--- config.mk ---
export PLATFORM = sky130hd
export DESIGN_NAME = popcount_seq
export DESIGN_NICKNAME = d
export VERILOG_FILES = /design/src/rtl/popcount_pkg.sv /design/src/rtl/popcount_chunk.sv /design/src/rtl/popcount_seq.sv
export SDC_FILE = /design/constraint.sdc
export NUM_CORES = 1
export LEC_CHECK = 0
export ABC_AREA = 1
export BUFFER_PORTS_ARGS = -buffer_cell sky130_fd_sc_hd__buf_2
export CAP_MARGIN = 10
export CORE_UTILIZATION = 44
export DETAILED_ROUTE_END_ITERATION = 16
export GPL_ROUTABILITY_DRIVEN = 0
export PLACE_DENSITY = 0.67
export SYNTH_ARGS = -nofsm -noshare
export SYNTH_HDL_FRONTEND = slang
export SYNTH_SLANG_ARGS = --single-unit
export TNS_END_PERCENT = 30
--- constraint.sdc ---
create_clock -name clk -period 2.18 [get_ports clk]
set_input_delay 0.436 -clock clk [delete_from_list [all_inputs] [get_ports clk]]
set_output_delay 0.436 -clock clk [all_outputs]
set_load 0.005 [all_outputs]
--- src/rtl/popcount_pkg.sv ---
// Shared types and helpers for the sequential population counter.
package popcount_pkg;

  // Control states of the counter: waiting for a word, counting chunks, holding a result.
  typedef enum logic [1:0] {
    PC_IDLE = 2'd0,
    PC_BUSY = 2'd1,
    PC_DONE = 2'd2
  } pc_state_e;

  // Bits needed to hold a count from 0 up to and including w.
  function automatic int pc_cw(input int w);
    return $clog2(w + 1);
  endfunction

endpackage

--- src/rtl/popcount_chunk.sv ---
// Combinational ones counter for one CHUNK-bit slice; the general form of a
// chain of one-bit count cells.
module popcount_chunk
  import popcount_pkg::*;
#(
  parameter int  CHUNK = 1,
  localparam int OW    = pc_cw(CHUNK)
) (
  input  logic [CHUNK-1:0] chunk_bits,
  output logic [OW-1:0]    chunk_count
);

  // Add up the set bits of the slice, one cell per bit.
  always_comb begin
    chunk_count = {OW{1'b0}};
    for (int i = 0; i < CHUNK; i++) begin
      chunk_count = chunk_count + OW'(chunk_bits[i]);
    end
  end

endmodule

--- src/rtl/popcount_seq.sv ---
// Sequential ones/zeros counter with valid/ready handshakes on both sides.
// A word is inverted on capture when zeros are requested, so the datapath only
// ever counts ones. The word register shifts right by CHUNK each busy cycle, so
// the slice being counted is always its low CHUNK bits.
module popcount_seq
  import popcount_pkg::*;
#(
  parameter int  WIDTH = 8,
  parameter int  CHUNK = 1,
  localparam int CW    = pc_cw(WIDTH)
) (
  input  logic             clk,
  input  logic             rst,
  input  logic             in_valid,
  output logic             in_ready,
  input  logic [WIDTH-1:0] in_data,
  input  logic             in_mode,
  output logic             out_valid,
  input  logic             out_ready,
  output logic [CW-1:0]    out_count,
  output logic             out_mode
);

  localparam int CHUNK_SAFE = (CHUNK < 1) ? 1 : CHUNK;
  localparam int NCH        = WIDTH / CHUNK_SAFE;
  localparam int IW         = (NCH > 1) ? $clog2(NCH) : 1;
  localparam int OW         = pc_cw(CHUNK_SAFE);

  if ((CHUNK < 1) || (CHUNK > WIDTH) || ((WIDTH % CHUNK_SAFE) != 0)) begin : g_param_check
    $error("popcount_seq: CHUNK must be in 1..WIDTH and divide WIDTH");
  end

  pc_state_e        state_r;
  pc_state_e        next_state_s;
  logic [WIDTH-1:0] word_r;
  logic             mode_r;
  logic [CW-1:0]    acc_r;
  logic [IW-1:0]    idx_r;
  logic [OW-1:0]    chunk_count_s;
  logic [CW-1:0]    chunk_sum_s;
  logic             last_chunk_s;
  logic             accept_s;
  logic             finish_s;
  logic             drain_s;

  popcount_chunk #(
    .CHUNK (CHUNK_SAFE)
  ) u_chunk (
    .chunk_bits  (word_r[CHUNK_SAFE-1:0]),
    .chunk_count (chunk_count_s)
  );

  // Running total including the slice currently presented to the chunk counter.
  always_comb begin
    chunk_sum_s  = acc_r + CW'(chunk_count_s);
    last_chunk_s = (idx_r == IW'(NCH - 1));
  end

  // State register.
  always_ff @(posedge clk) begin
    if (rst) begin
      state_r <= PC_IDLE;
    end else begin
      state_r <= next_state_s;
    end
  end

  // Next state, input-side ready and the per-cycle datapath strobes.
  always_comb begin
    next_state_s = state_r;
    in_ready     = 1'b0;
    accept_s     = 1'b0;
    finish_s     = 1'b0;
    drain_s      = 1'b0;
    case (state_r)
      PC_IDLE: begin
        in_ready = 1'b1;
        if (in_valid) begin
          accept_s     = 1'b1;
          next_state_s = PC_BUSY;
        end else begin
          next_state_s = PC_IDLE;
        end
      end
      PC_BUSY: begin
        if (last_chunk_s) begin
          finish_s     = 1'b1;
          next_state_s = PC_DONE;
        end else begin
          next_state_s = PC_BUSY;
        end
      end
      PC_DONE: begin
        // A new word may enter on the same edge the held result leaves.
        in_ready = out_ready;
        if (out_ready) begin
          drain_s = 1'b1;
          if (in_valid) begin
            accept_s     = 1'b1;
            next_state_s = PC_BUSY;
          end else begin
            next_state_s = PC_IDLE;
          end
        end else begin
          next_state_s = PC_DONE;
        end
      end
      default: begin
        next_state_s = PC_IDLE;
      end
    endcase
  end

  // Word capture, chunk-by-chunk accumulation and the registered result.
  always_ff @(posedge clk) begin
    if (rst) begin
      word_r    <= {WIDTH{1'b0}};
      mode_r    <= 1'b0;
      acc_r     <= {CW{1'b0}};
      idx_r     <= {IW{1'b0}};
      out_valid <= 1'b0;
      out_count <= {CW{1'b0}};
      out_mode  <= 1'b0;
    end else begin
      if (accept_s) begin
        word_r <= in_mode ? ~in_data : in_data;
        mode_r <= in_mode;
        acc_r  <= {CW{1'b0}};
        idx_r  <= {IW{1'b0}};
      end else if (state_r == PC_BUSY) begin
        word_r <= word_r >> CHUNK_SAFE;
        acc_r  <= chunk_sum_s;
        idx_r  <= idx_r + IW'(1);
      end else begin
        word_r <= word_r;
        acc_r  <= acc_r;
        idx_r  <= idx_r;
      end

      if (finish_s) begin
        out_valid <= 1'b1;
        out_count <= chunk_sum_s;
        out_mode  <= mode_r;
      end else if (drain_s) begin
        out_valid <= 1'b0;
      end else begin
        out_valid <= out_valid;
      end
    end
  end

endmodule

; ---- Word-level counts from Yosys, hierarchy flattened
; Cells that the tools add are included.
[totals]
ff_bits = 24
out_inout_bits = 7
wordCells = 35
[classes]
n_addsub = 2
eq_ne = 3
mux = 17
bitwise_logic = 1
n_reduce_logical = 4
[ops]
columns = operator, n
row1 = $mux 8, 3
row2 = $mux 1, 9
row3 = $not 8->8, 1
row4 = $pmux 2 s3, 1
row5 = $add 4x1->4, 1
row6 = $mux 2, 2
row7 = $pmux 1 s2, 2
row8 = $reduce_bool 2->1, 2
row9 = $add 3x1->3 const B, 1
row10 = $eq 3x3->1 const B, 1
row11 = $eq 2x1->1 const B, 1
row12 = $eq 2x2->1 const B, 1
row13 = $logic_not 2->1, 1
row14 = $reduce_or 2->1, 1

; ---- Depth between registers and ports, before layout
[logic_depth]
ltp_word = 4
depth_mapped = 8
mapped_depth_nobuf = 7

; ---- Cells and area by module
; Synthesis repeated with hierarchy kept, for this count alone.
[unflattened]
hier_cells = 172
area_unflattened_um2 = 1228.7
[modules_own_cells]
columns = mod, n_inst, cells_each, area_per_inst_um2, seq_area_each_um2
row1 = popcount_seq, 1, 171, 1221.2, 480.5
row2 = popcount_chunk, 1, 1, 7.5, 0.0

; ---- Worst setup path before layout
; OpenSTA, ideal clock, no wires.
[synth_path]
path_kind = input port to output port
start = input port out_ready
end = output port in_ready
arrival_ns = 0.748
path_slack_ns = 0.996
path_stages = 2
n_path_buf = 0
cell_sequence = inv_1 -> a21oi_2
[synth_via]
elab_chain_cells = 1
[synth_lines]
columns = item, line_no
row1 = from (decl), popcount_seq.sv:19  ; input logic out_ready,
row2 = $pmux 1 s2, popcount_seq.sv:75  ; case (state_r)
row3 = to (decl), popcount_seq.sv:15  ; output logic in_ready,
; Every way passes these cells.

; ---- Worst setup path in the final report
[layout_path]
start = register state_r[1]
end = output port in_ready
[layout_via]
elab_chain_cells = 2
elab_cells_between_ends = 3
[layout_lines]
columns = item, line_no
row1 = from (decl), popcount_seq.sv:33  ; pc_state_e state_r;
row2 = from (signal assigned), popcount_seq.sv:64  ; state_r <= next_state_s;
row3 = $eq 2x2->1 / $logic_not 2->1 (equally long branches), popcount_seq.sv:75
row4 = $pmux 1 s2 *, popcount_seq.sv:75
; Every way passes the cells marked *; elsewhere a longest branch is shown, timed or not.

==> results.py <==
metrics = {
    "worst_setup_path": {
        "cp-start-kind": "flip-flop",
        "reg2reg_depth": 7,
        "crit_start": "state_r[1]",
        "path_delay_family": "flip-flops",
        "r2r-end": "word_r[6]",
        "r2r_start": "state_r[0]",
        "path_buf_inv": 1,
        "worstPathArrival_ns": 1.24,
        "cp_data_required_time_ns": 1.74,
        "crit_chain": "a21oi_2 > buf_2",
        "cpPeakStageDelay_ns": 0.40,
        "slowest_stage": "dfxtp_1",
        "cp-end-kind": "primary output",
        "endpoint": "in_ready",
        "crit_cells": 2,
        "crit_type": "reg -> out",
        "ff2ff_setup_slack_ns": 0.79,
        "worstPathMaxFanout": 8,
    },
    "timing": {
        "fmax_mhz": 597.5,
        "fin_crit_ns": 1.674,
        "slew_headroom_pct": 67.64,
        "rsz0062_at_grt": "no",
        "fin_crit_sh_pct": 76.77,
        "setup_viol": 0,
        "slew_viol_final": 0,
        "fin_skew_ns": 0.005803,
        "worst_pin_slew_ns": 0.4843,
        "layout_setup_ws_ns": 0.5063,
        "hold_viol_final": 0,
        "fin_setup_tns_ns": 0,
    },
    "final_layout": {
        "layout-drive-gt1-share_pct": 17.11,
        "area_growth_pct": 8.504,
        "n_antenna_cell": 0,
        "fillCellCount": 271,
        "layout_commonest_cell": "nand2_1",
        "stdcell_count": 217,
        "nets": 206,
        "mostFrequentLayoutCells": "62 x nand2_1, 24 x dfxtp_1, 21 x nand3_1",
    },
    "status": {
        "outcome": "finished, final reports clean",
    },
    "floorplan": {
        "design.core.area_sq_mm": 0.002545,
        "ios": 20,
        "die_h_microns": 54.68,
        "fp.dieArea_sq_mm": 0.002990,
        "fp-row-count": 18,
        "initial_core_util_pct": 47.98,
        "die_w_microns": 54.68,
    },
    "route": {
        "vias": 1068,
        "route.detailed.drc": 0,
        "drtIter0Drc": 22,
        "via_per_inst": 4.922,
        "wl_per_cell_microns": 10.23,
        "routed_wirelength_microns": 2220,
        "final_antenna_net_count": 0,
        "dr.pass1.iters": 4,
    },
    "logic_synthesis": {
        "synthCells": 171,
        "synth_seq_cells": 24,
        "seq_area_frac_synth_pct": 39.34,
        "syn-cell-area_sq_mm": 0.001221,
        "yosys.area.top_type_share_pct": 39.34,
        "synth_area_per_cell_sq_um": 7.141,
        "ys_types": 24,
        "synth_nets": 188,
        "yosysTopAreaCell": "dfxtp_1",
        "ys_warn_count": 0,
        "synth_area_leaders": "dfxtp_1 39%, nand2_1 19%, nand3_1 8.6%",
    },
    "clocking": {
        "cts_resized": 0,
        "holdBufCountCts": 0,
        "cts_tree": "yes",
        "cts.root.buffer_cell": "clkbuf_4",
        "clock_latency_ns": 0.30,
        "numCtsBuffers": 3,
        "cts_sinks": 24,
        "cts_htree_levels": 1,
        "postCtsSetupRepairBufs": 0,
        "path_clk_slew_ns": 0.12,
        "cts_max_path_buffers": 2,
    },
    "power": {
        "leakagePower_nw": 0.6720,
        "power_density_mw_per_mm2": 585.2,
        "vdd_drop_max_uv": 325.6,
    },
    "global_route": {
        "grt_first_pass_wirelength_microns": 3739,
        "antenna_found_initial": 0,
        "grt_max_degree": 18,
        "overflow": 0,
        "grt_pass1_vias": 898,
        "track_usage_pct": 17.17,
    },
    "hold_path": {
        "min_path_type": "in -> reg",
    },
    "job": {
        "maxCapViolations": 0,
    },
    "placed_design": {
        "dpl.hpwl_microns": 1652,
        "portBuffers": 19,
        "dp.cells": 214,
        "pre_cts_ws_ns": 0.6654,
    },
}
Yosys cell counts:
cell type   n
a21oi_1    19
a21oi_2     1
buf_2       2
buf_6       2
buf_8       1
clkbuf_1    1
clkinv_2    1
dfxtp_1    24
ha_1        4
inv_1      17
inv_2       1
inv_4       1
nand2_1    62
nand2_2     1
nand2_4     2
nand3_1    21
nand3_4     1
nor2_1      2
nor2_2      1
nor2_4      1
o211ai_1    1
o21ai_1     1
xnor2_1     2
xor2_1      2
area by class of cell:
type	count	area, sq um	share of cell area [%]
flip-flops and latches	24	480.5	36.26
inverters	20	78.83	5.949
clock buffers	3	22.52	1.700
well taps	30	37.54	2.833
multi-input cells	121	610.6	46.08
repair buffers	19	95.09	7.177
state kept, by name, indices dropped and copies added (netlist names):
| register | flops |
|---|---|
| acc_r | 4 |
| idx_r | 3 |
| mode_r | 1 |
| out_count | 4 |
| out_mode | 1 |
| out_valid | 1 |
| state_r | 2 |
| word_r | 8 |
through the flow:
step | utilization [%] | total power, mW | hold WS [ns] | area, sq um
final | 52.06 | 0.7755 | 0.4126 | 1325
after global placement | 51.18 | 0.5966 | 0.4445 | 1303
after CTS | 52.06 | 0.7850 | 0.4066 | 1325
after global routing | 52.06 | 0.8202 | 0.4123 | 1325
after detailed placement | 51.18 | 0.6012 | 0.4527 | 1303
after floorplan | - | 0.5784 | 0.4331 | 1221
routing by layer:
metal | GRT usage [%] | vias up | share of wire, % | wire length, microns
met1 | 21.96 | 478 | 46 | 1032
met2 | 28.71 | 16 | 50 | 1104
met3 | 5.000 | 2 | 3.3 | 73
li1 | - | 572 | - | -
met5 | 0 | - | 0 | 0
met4 | 2.564 | 0 | 0.45 | 10
worst reg2reg max path: stages, from the launching register on:
cell and delay (ns):
dfxtp_1 0.38, inv_2 0.09, nor2_4 0.39, inv_4 0.16, nand3_1 0.12, nand3_1 0.07
nand2_1 0.06, inv_1 0.04
power breakdown:
group          total, mW  internal, mW  switching (mW)
clock network      0.185        0.0645           0.120
registers          0.467         0.457          0.0102
logic              0.123        0.0440          0.0793
total              0.775         0.566           0.210
worst min path at each step:
stage	startpoint	end	slack (ns)	cells after the start
global route	in_data[7]	word_r[7]	0.41	4
finish	in_data[7]	word_r[7]	0.41	4
CTS	in_data[7]	word_r[7]	0.41	4
detailed placement	out_mode	out_mode	0.45	2
global placement	out_valid	out_valid	0.44	2
floorplan	mode_r	out_mode	0.43	2
cells by family after synthesis:
group	Yosys count	synth area share [%]
flip-flops	24	39.34
AND/OR/NAND/NOR	91	33.50
AO/OA/AOI/OAI	22	9.529
buffers and inverters	26	10.65
adder cells (fa/ha/maj)	4	4.099
XOR/XNOR	4	2.869
Note: power is estimated with default switching activity, not from simulation.
